### config.mk
export PLATFORM = sky130hd
export DESIGN_NAME = seg7_mux_display
export DESIGN_NICKNAME = d
export VERILOG_FILES = /design/src/rtl/seg7_pkg.sv /design/src/rtl/bcd_to_seg7.sv /design/src/rtl/seg7_mux_display.sv
export SDC_FILE = /design/constraint.sdc
export NUM_CORES = 1
export LEC_CHECK = 0
export BUFFER_PORTS_ARGS = -buffer_cell sky130_fd_sc_hd__buf_2
export CORE_AREA = 3 3 73 75
export DETAILED_ROUTE_END_ITERATION = 6
export DIE_AREA = 0 0 76 78
export PLACE_DENSITY = 0.77
export SETUP_SLACK_MARGIN = 0.2
export SYNTH_ARGS = -nofsm -noshare
export SYNTH_HDL_FRONTEND = slang
export SYNTH_SLANG_ARGS = --single-unit
### constraint.sdc
create_clock -name clk -period 3.72 [get_ports clk]
set_clock_uncertainty 0.05 [all_clocks]
set_input_delay 0.372 -clock clk [delete_from_list [all_inputs] [get_ports clk]]
set_output_delay 0.372 -clock clk [all_outputs]
set_load 0.01 [all_outputs]
### src/rtl/seg7_pkg.sv
// Shared types and segment constants for the multiplexed 3-digit 7-segment display.
package seg7_pkg;

  typedef enum logic [1:0] {
    IDLE = 2'd0,
    ON   = 2'd1,
    GAP  = 2'd2
  } state_e;

  typedef struct packed {
    logic [3:0] hun;
    logic [3:0] ten;
    logic [3:0] uni;
  } digits_t;

  localparam logic [6:0] SEG_BLANK = 7'h7F;
  localparam logic [6:0] SEG_DASH  = 7'h3F;

  // Active-low g..a patterns; element 0 is the rightmost entry.
  localparam logic [9:0][6:0] SEG_TABLE = {
    7'h10, 7'h00, 7'h78, 7'h02, 7'h12, 7'h19, 7'h30, 7'h24, 7'h79, 7'h40
  };

endpackage

### src/rtl/bcd_to_seg7.sv
// Combinational BCD nibble to active-low segment decoder; non-BCD nibbles show a dash.
module bcd_to_seg7
  import seg7_pkg::*;
(
  input  logic [3:0] bcd,
  output logic [6:0] seg_c
);

  always_comb begin
    seg_c = SEG_DASH;
    if (bcd < 4'd10) seg_c = SEG_TABLE[bcd];
  end

endmodule

### src/rtl/seg7_mux_display.sv
// Time-multiplexed 3-digit 7-segment driver with shadow/active digit registers.
// Optional leading-zero blanking is enabled by defining SEG7_LZ_BLANK_EN.
module seg7_mux_display
  import seg7_pkg::*;
#(
  parameter int unsigned REFRESH_DIV = 50000,
  parameter int unsigned GAP_CYCLES  = 64
) (
  input  logic       clk,
  input  logic       rst_n,
  input  logic [3:0] fdig,
  input  logic [3:0] sdig,
  input  logic [3:0] tdig,
  input  logic       rdy,
  output logic [6:0] seg,
  output logic [2:0] an,
  output logic       valid
);

  localparam int unsigned CNT_MAX = (REFRESH_DIV > GAP_CYCLES) ? REFRESH_DIV : GAP_CYCLES;
  localparam int unsigned CW      = (CNT_MAX > 1) ? $clog2(CNT_MAX) : 1;

  state_e        state_q, state_d;
  logic [CW-1:0] cnt_q, cnt_d;
  logic [1:0]    idx_q, idx_d;
  digits_t       shadow_q, shadow_d;
  digits_t       active_q, active_d;
  logic          valid_q, valid_d;
  logic [6:0]    seg_q, seg_d;
  logic [2:0]    an_q, an_d;

  digits_t       in_digits;
  logic          load_on;
  logic [3:0]    cur_digit;
  logic [6:0]    cur_seg_c;
  logic          blank;

  assign in_digits = {tdig, sdig, fdig};

  // Phase sequencing, digit capture and shadow-to-active transfer.
  always_comb begin
    state_d  = state_q;
    cnt_d    = cnt_q;
    idx_d    = idx_q;
    shadow_d = shadow_q;
    active_d = active_q;
    valid_d  = valid_q;
    load_on  = 1'b0;

    if (rdy) shadow_d = in_digits;

    case (state_q)
      IDLE: begin
        if (rdy) begin
          state_d = ON;
          cnt_d   = '0;
          idx_d   = 2'd0;
          valid_d = 1'b1;
          load_on = 1'b1;
        end
      end
      ON: begin
        if (cnt_q == CW'(REFRESH_DIV - 1)) begin
          state_d = GAP;
          cnt_d   = '0;
        end else begin
          cnt_d = cnt_q + CW'(1);
        end
      end
      GAP: begin
        if (cnt_q == CW'(GAP_CYCLES - 1)) begin
          state_d = ON;
          cnt_d   = '0;
          idx_d   = (idx_q == 2'd2) ? 2'd0 : idx_q + 2'd1;
          load_on = 1'b1;
        end else begin
          cnt_d = cnt_q + CW'(1);
        end
      end
      default: begin
        state_d = IDLE;
        cnt_d   = '0;
        idx_d   = 2'd0;
      end
    endcase

    // shadow_d already folds in a capture coinciding with the slot start
    if (load_on) active_d = shadow_d;
  end

  // Digit select for the slot being entered next cycle.
  always_comb begin
    case (idx_d)
      2'd0:    cur_digit = active_d.uni;
      2'd1:    cur_digit = active_d.ten;
      default: cur_digit = active_d.hun;
    endcase
  end

  bcd_to_seg7 u_dec (
    .bcd   (cur_digit),
    .seg_c (cur_seg_c)
  );

  always_comb begin
`ifdef SEG7_LZ_BLANK_EN
    blank = ((idx_d == 2'd2) && (active_d.hun == 4'd0)) ||
            ((idx_d == 2'd1) && (active_d.hun == 4'd0) && (active_d.ten == 4'd0));
`else
    blank = 1'b0;
`endif
  end

  // Outputs are derived from next-cycle state so seg/an flip together with the phase.
  always_comb begin
    seg_d = SEG_BLANK;
    an_d  = 3'b111;
    if ((state_d == ON) && !blank) begin
      seg_d = cur_seg_c;
      an_d  = ~(3'b001 << idx_d);
    end
  end

  always_ff @(posedge clk or negedge rst_n) begin
    if (!rst_n) begin
      state_q  <= IDLE;
      cnt_q    <= '0;
      idx_q    <= 2'd0;
      shadow_q <= '0;
      active_q <= '0;
      valid_q  <= 1'b0;
      seg_q    <= SEG_BLANK;
      an_q     <= 3'b111;
    end else begin
      state_q  <= state_d;
      cnt_q    <= cnt_d;
      idx_q    <= idx_d;
      shadow_q <= shadow_d;
      active_q <= active_d;
      valid_q  <= valid_d;
      seg_q    <= seg_d;
      an_q     <= an_d;
    end
  end

  assign seg   = seg_q;
  assign an    = an_q;
  assign valid = valid_q;

endmodule

# Word level (Yosys, flattened, before mapping)
# Memories as Yosys holds them, arrays and structs flattened.
# Index checks and enable logic that the tools add are counted.
op_classes:
  add_sub_neg: 2
  order_cmp: 2
  n_eq_ne: 8
  shifts: 1
  mux: 22
  n_bitwise: 1
  reduce_logical: 3
ops:
  columns: ["operator", "n"]
  rows:
  - ["2-to-1 mux 16 bit", 3]
  - ["case mux 16 bit (3 select lines)", 1]
  - ["2-to-1 mux 12 bit", 2]
  - ["2-to-1 mux 7 bit", 3]
  - ["adder 16 x 1 -> 16 bit, second input constant", 1]
  - ["== test 16 bit, second input constant", 1]
  - ["== test 16 x 6 -> 1 bit, second input constant", 1]
  - ["2-to-1 mux 2 bit", 6]
  - ["case mux 2 bit (3 select lines)", 2]
  - ["case mux 4 bit (2 select lines)", 1]
  - ["== test 2 x 1 -> 1 bit, second input constant", 3]
  - ["less-than comparator 4 x 5 -> 1 bit, second input constant", 1]
  - ["== test 2 bit, second input constant", 2]
  - ["zero test 2 bit", 2]
  - ["less-than comparator 4 bit, second input constant", 1]
  - ["2-to-1 mux 3 bit", 1]
  - ["NOT 3 bit", 1]
  - ["left shift 1 x 2 -> 3 bit, first input constant", 1]
  - ["adder 2 x 1 -> 2 bit, second input constant", 1]
  - ["2-to-1 mux 1 bit", 2]
  - ["!= test 2 bit, second input constant", 1]
  - ["case mux 1 bit (2 select lines)", 1]
  - ["AND reduction 2 bit", 1]
totals:
  register_bits: 55
  rom_bits: 112
  inputBits: 15
  output_inout_bits: 11
  wordCells: 52
  memories: 1
memory_table:
  columns: ["name", "words", "word_bits", "rd", "rd_ports_with_merged_regs", "wr", "line", "source"]
  rows:
  - ["(no name shown)", 16, 7, 1, 0, 0, "bcd_to_seg7.sv:11", "if (bcd < 4'd10) seg_c = SEG_TABLE[bcd];"]

# Depth between registers and ports, before layout
# Gate-level depths: netlist (run 1).
depth:
  depth_word: 10
  depth_mapped: 14
  ltp_nobuf: 13

# Modules after synthesis
# Synthesis (run 1) repeated with hierarchy kept, for this count alone.
hier_totals:
  cells_unflattened: 261
  area_unflattened_um2: 2871.5
modules_own_cells:
  columns: ["module", "instances", "cells_each", "area_each_um2"]
  rows:
  - ["seg7_mux_display", 1, 232, 2640.0]
  - ["bcd_to_seg7", 1, 29, 231.5]

# Worst setup path after synthesis (run 1)
# Ideal clock, no wire load.
synth_timing:
  path_kind: "register to register"
  from: "register cnt_q[0]"
  to: "register seg_q[3] (netlist: seg[3])"
  arrival_time_ps: 2877
  path_slack_ps: 714
  stages_incl_launch_ff: 14
  n_path_buf: 2
  path_cell_list: "dfrtp_1 -> ha_1 -> and4_1 -> and4_1 -> buf_4 -> a21boi_4 -> buf_6 -> mux2_4 -> a222oi_1 -> or2_2 -> ha_1 -> nor3_1 -> a21oi_1 -> o21ai_0"
synth_lines:
  columns: ["item", "line", "source"]
  rows:
  - ["start, declared", "seg7_mux_display.sv:24", "logic [CW-1:0] cnt_q, cnt_d;"]
  - ["start signal, assigned", "seg7_mux_display.sv:136", "cnt_q <= cnt_d;"]
  - ["end signal, assigned", "seg7_mux_display.sv:141", "seg_q <= seg_d;"]
  - ["end, declared", "seg7_mux_display.sv:29", "logic [6:0] seg_q, seg_d;"]

==> impl_metrics.json, run 1 <==
{
  "wl_met1_um": 2530,
  "yosysUniqueCellTypes": 48,
  "min_period_ns": 3.23,
  "avgViaCountPerCell": 5.48,
  "maxCapViolCount": 0,
  "multiInputGateArea_sq_mm": 0.00127,
  "r2r_setup_slack_ns": 0.49,
  "tightest_slew_ns": 0.770,
  "grt_max_degree": 37,
  "clockBufferDepth": 2,
  "drt_iter0_drc": 88,
  "power_density_mw_per_mm2": 595,
  "start_util": 0.579,
  "antenna_found_initial": 0,
  "clockPowerShare": 0.188,
  "seqPwrFrac": 0.441,
  "htree_levels": 2,
  "crit_path_max_incr_delay_ns": 0.43,
  "die_area_sq_mm": 0.00593,
  "yosysSeqAreaShare": 0.508,
  "place_hpwl_um": 3450,
  "remaining_drc_errors": 0,
  "worst-path-buf-inv": 0,
  "power_mw": 1.83,
  "cp.arrival_ns": 3.42,
  "die_w_um": 76,
  "syn_nets": 270,
  "syn_inst": 245,
  "critPathKind": "flop to flop",
  "finalHoldViolCount": 0,
  "first_pass_iters": 4,
  "worstSetupEndpointType": "flop",
  "yosysTopAreaCellShare": 0.412,
  "max-slew-margin-rel": 0.487,
  "ys_top_cells_by_count": "dfrtp_1, mux2_2, nor2_1, o21ai_0, nand2_1",
  "synth-edff-count": 0,
  "fin_nets": 305,
  "achievable-frequency_ghz": 0.310,
  "grt_usage": 0.179,
  "cts_tree": "yes",
  "regArea_sq_mm": 0.00139,
  "slew_viol_final": 0,
  "cts_hold_buf": 0,
  "ys_ff_latch": 55,
  "clock-root-buffer": "clkbuf_8",
  "switching_power_mw": 0.640,
  "totalWireLength_um": 5130,
  "synth.largest_area_cell": "dfrtp_1",
  "min_period_over_period": 0.868,
  "hold_path.class": "primary input to async pin",
  "route.met2.wl_um": 2300,
  "fillers": 379,
  "synth.most_common_cell": "dfrtp_1",
  "gp_congestion": 0.817,
  "clk_pin_slew_worst_paths_ns": 0.11,
  "grt_pass1_wl_um": 8600,
  "clk_latency_ns": 0.31,
  "syn_area_sq_mm": 0.00273,
  "cp_slowest_cell": "dfrtp_1",
  "wl_per_cell_um": 14.7,
  "p_int_mw": 1.19,
  "rr_endpoint": "seg[3]",
  "core_sq_mm": 0.00472,
  "route.met3.wl_um": 212,
  "synth_area_leaders": "dfrtp_1, dfstp_2, mux2_2",
  "dieHeight_um": 78,
  "cts_num_sinks": 55,
  "status": "finished clean",
  "tns_ns": 0,
  "leakagePower_nw": 1.36,
  "worstSetupEndpoint": "seg[3]",
  "core.rowCount": 25,
  "synth_flop_cell": "dfrtp_1",
  "antenna_left": 0,
  "cp_max_fo": 8,
  "path_depth": 11,
  "overflow": 0,
  "rsz0062_at_grt": "no",
  "critPathTopFamily": "simple AND/OR/NAND/NOR gates",
  "grt_pass1_vias": 1780,
  "reg2regPathDepth": 11,
  "setup_viol": 0,
  "place.port_buffers": 25,
  "start_kind": "flop",
  "top_layer_used": "met4",
  "crit_chain": "ha_1 -> and4_1 -> and4_2 -> a21boi_4 -> mux2_2 -> a222oi_1 -> or2_2 -> ha_1 -> nor3_1 -> a21oi_1 -> o21ai_0",
  "crit_path_frequent_cell": "ha_1",
  "swShare": 0.350,
  "ys_warn_count": 0,
  "cp_data_required_time_ns": 3.91,
  "syn_area_per_cell_sq_um": 11.2,
  "combinationalPowerShare": 0.372,
  "drive_gt1_frac": 0.310,
  "num_antenna_cells": 0,
  "r2r-start": "cnt_q[0]",
  "ir_drop_mv": 0.283,
  "cts_made_buffers": 5,
  "ios": 26,
  "setup.worst_path.start": "cnt_q[0]",
  "vias": 1906,
  "syn2layout_area_growth_pct": 12.5,
  "async_reset_ff_frac": 1.00
}
==> timing repair <==
item                                    CTS  global route
gates resized for setup                   0             3
endpoints found under the setup margin    0             4
buffers inserted                          0             7
==> through the flow <==
| step | cell area, sq um | setup WS (ns) | utilization | hold WS (ns) | cells |
|---|---|---|---|---|---|
| after floorplan | 2730 | 0.714 | - | 0.0264 | 245 |
| after global placement | 2910 | 0.373 | 0.616 | 0.393 | 332 |
| after detailed placement | 2910 | 0.299 | 0.616 | 0.398 | 332 |
| after CTS | 3010 | 0.281 | 0.637 | 0.0974 | 340 |
| after global routing | 3070 | 0.243 | 0.651 | 0.125 | 348 |
| final | 3070 | 0.490 | 0.651 | 0.0744 | 348 |
==> registers in the layout (all words and copies together), names as in the netlist <==
register / flops
cnt_q: 16
active_q: 12
shadow_q: 12
seg: 7
an: 3
idx_q: 2
state_q: 2
valid: 1
==> metal layers <==
metal	vias up	GRT usage
met5	-	0
met4	0	0.0489
met3	8	0.0336
li1	939	-
met2	43	0.273
met1	916	0.264
==> power by group through the flow <==
| stage | logic (mW) | registers [mW] | clock network (mW) |
|---|---|---|---|
| final | 0.680 | 0.805 | 0.343 |
| after global routing | 0.763 | 0.820 | 0.379 |
| after CTS | 0.641 | 0.804 | 0.355 |
| after detailed placement | 0.630 | 0.815 | 0 |
| after global placement | 0.619 | 0.810 | 0 |
| after floorplan | 0.460 | 0.826 | 0 |
==> worst min path at each step <==
stage               start     endpoint  slack, ns  depth (start not counted)
floorplan           rst_n  active_q[0]       0.03                          0
global placement    valid        valid       0.39                          1
detailed placement  valid        valid       0.40                          1
CTS                 rst_n  shadow_q[5]        0.1                          1
global route        rst_n  shadow_q[5]       0.12                          1
finish              rst_n  shadow_q[5]       0.07                          1
==> cell type report <==
| cell class | instances | area share |
|---|---|---|
| Clock buffer | 5 | 0.0224 |
| Clock inverter | 3 | 0.00855 |
| Inverter | 13 | 0.0159 |
| Multi-Input combinational cell | 172 | 0.414 |
| Sequential cell | 55 | 0.452 |
| Tap cell | 67 | 0.0273 |
| Timing Repair Buffer | 33 | 0.0602 |
==> cells in the final DEF (no fill, tap or decap), types with 7 or more instances in the layout <==
| cell type | Yosys | layout |
|---|---|---|
| buf_2 | 0 | 25 |
| buf_4 | 2 | 8 |
| dfrtp_1 | 45 | 45 |
| dfstp_2 | 10 | 10 |
| ha_1 | 10 | 10 |
| inv_1 | 13 | 13 |
| mux2_2 | 21 | 21 |
| nand2_1 | 15 | 15 |
| nand3_1 | 7 | 7 |
| nor2_1 | 18 | 18 |
| o21ai_0 | 18 | 17 |
| xor2_1 | 7 | 7 |
==> logic make-up after synthesis <==
family,share of synthesized area
buf+inv,0.0316
flops,0.508
xor+xnor,0.0321
simple gates,0.156
compound gates,0.120
mux,0.107
fa+ha+maj,0.0458
No activity file was read; power rests on OpenSTA's default activity.
==> run 2: changes to the inputs <==
--- a/config.mk
+++ b/config.mk
@@ -6,10 +6,10 @@
 export NUM_CORES = 1
 export LEC_CHECK = 0
 export BUFFER_PORTS_ARGS = -buffer_cell sky130_fd_sc_hd__buf_2
-export CORE_AREA = 3 3 73 75
+export CORE_AREA = 3 3 76 78
 export DETAILED_ROUTE_END_ITERATION = 6
-export DIE_AREA = 0 0 76 78
-export PLACE_DENSITY = 0.77
+export DIE_AREA = 0 0 79 81
+export PLACE_DENSITY = 0.74
 export SETUP_SLACK_MARGIN = 0.2
 export SYNTH_ARGS = -nofsm -noshare
 export SYNTH_HDL_FRONTEND = slang
==> constraint.sdc (replaced) <==
create_clock -name clk -period 2.6 [get_ports clk]
set_clock_uncertainty 0.05 [all_clocks]
set_input_delay 0.26 -clock clk [delete_from_list [all_inputs] [get_ports clk]]
set_output_delay 0.26 -clock clk [all_outputs]
set_load 0.01 [all_outputs]
==> run 2 against run 1 <==
The flow now finishes with violations (negative setup slack). Critical path type unchanged. First-iteration DRC count grew 58%. Utilization grew 5.9 points. Sequential share of layout area down 7.1 points.
==> impl_metrics.json, run 2 (synthesis gave the netlist of run 1 again) <==
{
  "cp_max_fo": 6,
  "multiInputGateArea_sq_mm": 0.00143,
  "ir_drop_mv": 0.452,
  "die_area_sq_mm": 0.00640,
  "crit_path_frequent_cell": "and4_4",
  "utilization": 0.710,
  "drive_gt1_frac": 0.473,
  "status": "finished with violations",
  "top_register": "cnt_q",
  "crit_chain": "ha_2 -> and4_4 -> and4_4 -> a21boi_4 -> mux2_4 -> a222oi_1 -> or2_4 -> ha_4 -> nor3_2 -> a21oi_1 -> o21ai_1",
  "core.rowCount": 26,
  "setup_viol": 7,
  "power_density_mw_per_mm2": 835,
  "grt_pass1_wl_um": 10100,
  "totalWireLength_um": 6170,
  "overflow": 0,
  "cts_hold_buf": 0,
  "min_period_ns": 2.74,
  "antenna_found_initial": 0,
  "cp_data_required_time_ns": 2.80,
  "clk_latency_ns": 0.31,
  "ios": 26,
  "start_util": 0.532,
  "htree_levels": 2,
  "clock-root-buffer": "clkbuf_8",
  "core_sq_mm": 0.00514,
  "grt_max_degree": 56,
  "cts_made_buffers": 5,
  "finalHoldViolCount": 0,
  "antenna_left": 0,
  "first_pass_iters": 4,
  "vias": 2115,
  "drt_iter0_drc": 139,
  "clk_pin_slew_worst_paths_ns": 0.11,
  "die_w_um": 79,
  "num_antenna_cells": 0,
  "final_cell_mix": "buf_4, dfrtp_1, buf_2",
  "rsz0062_at_grt": "yes",
  "start_kind": "flop",
  "regArea_sq_mm": 0.00139,
  "critPathKind": "flop to flop",
  "grt_usage": 0.199,
  "place_hpwl_um": 4150,
  "leakagePower_nw": 1.66,
  "cp_slowest_cell": "dfrtp_1",
  "power_mw": 3.05,
  "achievable-frequency_ghz": 0.365,
  "maxCapViolCount": 0,
  "hold_path.class": "primary input to async pin",
  "layoutNonFillerInstCount": 402,
  "syn2layout_area_growth_pct": 33.6,
  "fillers": 379,
  "fin_ws_ns": -0.141,
  "max-slew-margin-rel": 0.558,
  "reg_top3": "cnt_q x16, active_q x12, shadow_q x12",
  "cts_tree": "yes",
  "tightest_slew_ns": 0.664,
  "avgViaCountPerCell": 5.26,
  "dp_cells": 385,
  "dieHeight_um": 81,
  "largest_register_ffs": 16,
  "crit_path_max_incr_delay_ns": 0.40,
  "gp_congestion": 0.849,
  "place.port_buffers": 25,
  "remaining_drc_errors": 0,
  "violations": "negative setup slack",
  "min_period_over_period": 1.05,
  "cp.arrival_ns": 2.94,
  "clockBufferDepth": 2,
  "mostFrequentLayoutCell": "buf_4",
  "fin_nets": 356,
  "worstSetupEndpointType": "flop",
  "wl_per_cell_um": 15.3,
  "slew_viol_final": 0,
  "grt_pass1_vias": 2192,
  "cts_num_sinks": 55
}
## run 2: cell count changes in the layout (fill, tap and decap cells not counted), moves of 3 or more
cell     delta
buf_4      +50
ha_1        -4
ha_4        +3
mux2_2      -3
mux2_4      +3
nor3_1      -4
nor3_2      +4
o21ai_0     -4
o21ai_1     +3
## run 2: worst max-delay path, delay by kind of cell (launching register included)
family	cells	cell delay (ns)
AOI/OAI and AO/OA	4	0.79
and+or+nand+nor	4	0.70
adders and majority gates	2	0.41
muxes	1	0.33
DFF	1	0.40
## run 2: final cells by class
| cell class | count | share of cell area |
|---|---|---|
| Multi-Input combinational cell | 171 | 0.393 |
| Tap cell | 70 | 0.0240 |
| Clock buffer | 5 | 0.0189 |
| Inverter | 13 | 0.0141 |
| Timing Repair Buffer | 85 | 0.162 |
| Sequential cell | 55 | 0.381 |
| Clock inverter | 3 | 0.00754 |
## run 2: path summary, 6_finish.rpt
path / depth (start not counted) / slack (ns) / from / to
max reg2reg: 11 / -0.14 / cnt_q[1] / seg[3]
min in group clk: 2 / 0.14 / fdig[3] / shadow_q[3]
min: 2 / 0.008 / rst_n / shadow_q[0]
max: 11 / -0.14 / cnt_q[1] / seg[3]
max in group asynchronous: 2 / 2.05 / rst_n / cnt_q[15]
min reg2reg: 1 / 0.43 / valid / valid
## run 2: timing repair
action,4_1_cts,5_1_grt
setup buffers,6,3
pin swaps,13,8
gates resized for setup,19,11
endpoints found under the setup margin,7,7
## run 2: through the flow
stage	hold WS, ns	setup slack [ns]	TNS [ns]	area [sq um]
6_report	0.00781	-0.141	-0.827	3650
3_3_place_gp	0.370	-0.237	-1.45	3330
5_1_grt	0.0509	-0.281	-1.73	3650
3_5_place_dp	0.384	-0.338	-2.14	3330
4_1_cts	0.0375	-0.104	-0.560	3560
2_1_floorplan	-0.0856	-0.194	-0.939	2780
## run 2: power by group
group          switching [mW]  leakage, nW  internal [mW]  total (mW)
Clock                   0.300       0.0463          0.198       0.499
Sequential             0.0503        0.671           1.08        1.13
Combinational           0.724        0.946          0.692        1.42
Total                    1.08         1.66           1.97        3.05
## run 2: layer usage
layer	part of all wire	track usage	wire length (um)	vias up
met1	0.46	0.259	2860	1040
met5	0	0	0	-
met4	0.013	0.0533	78	0
met3	0.035	0.0344	213	8
met2	0.49	0.344	3020	40
li1	-	-	-	1027
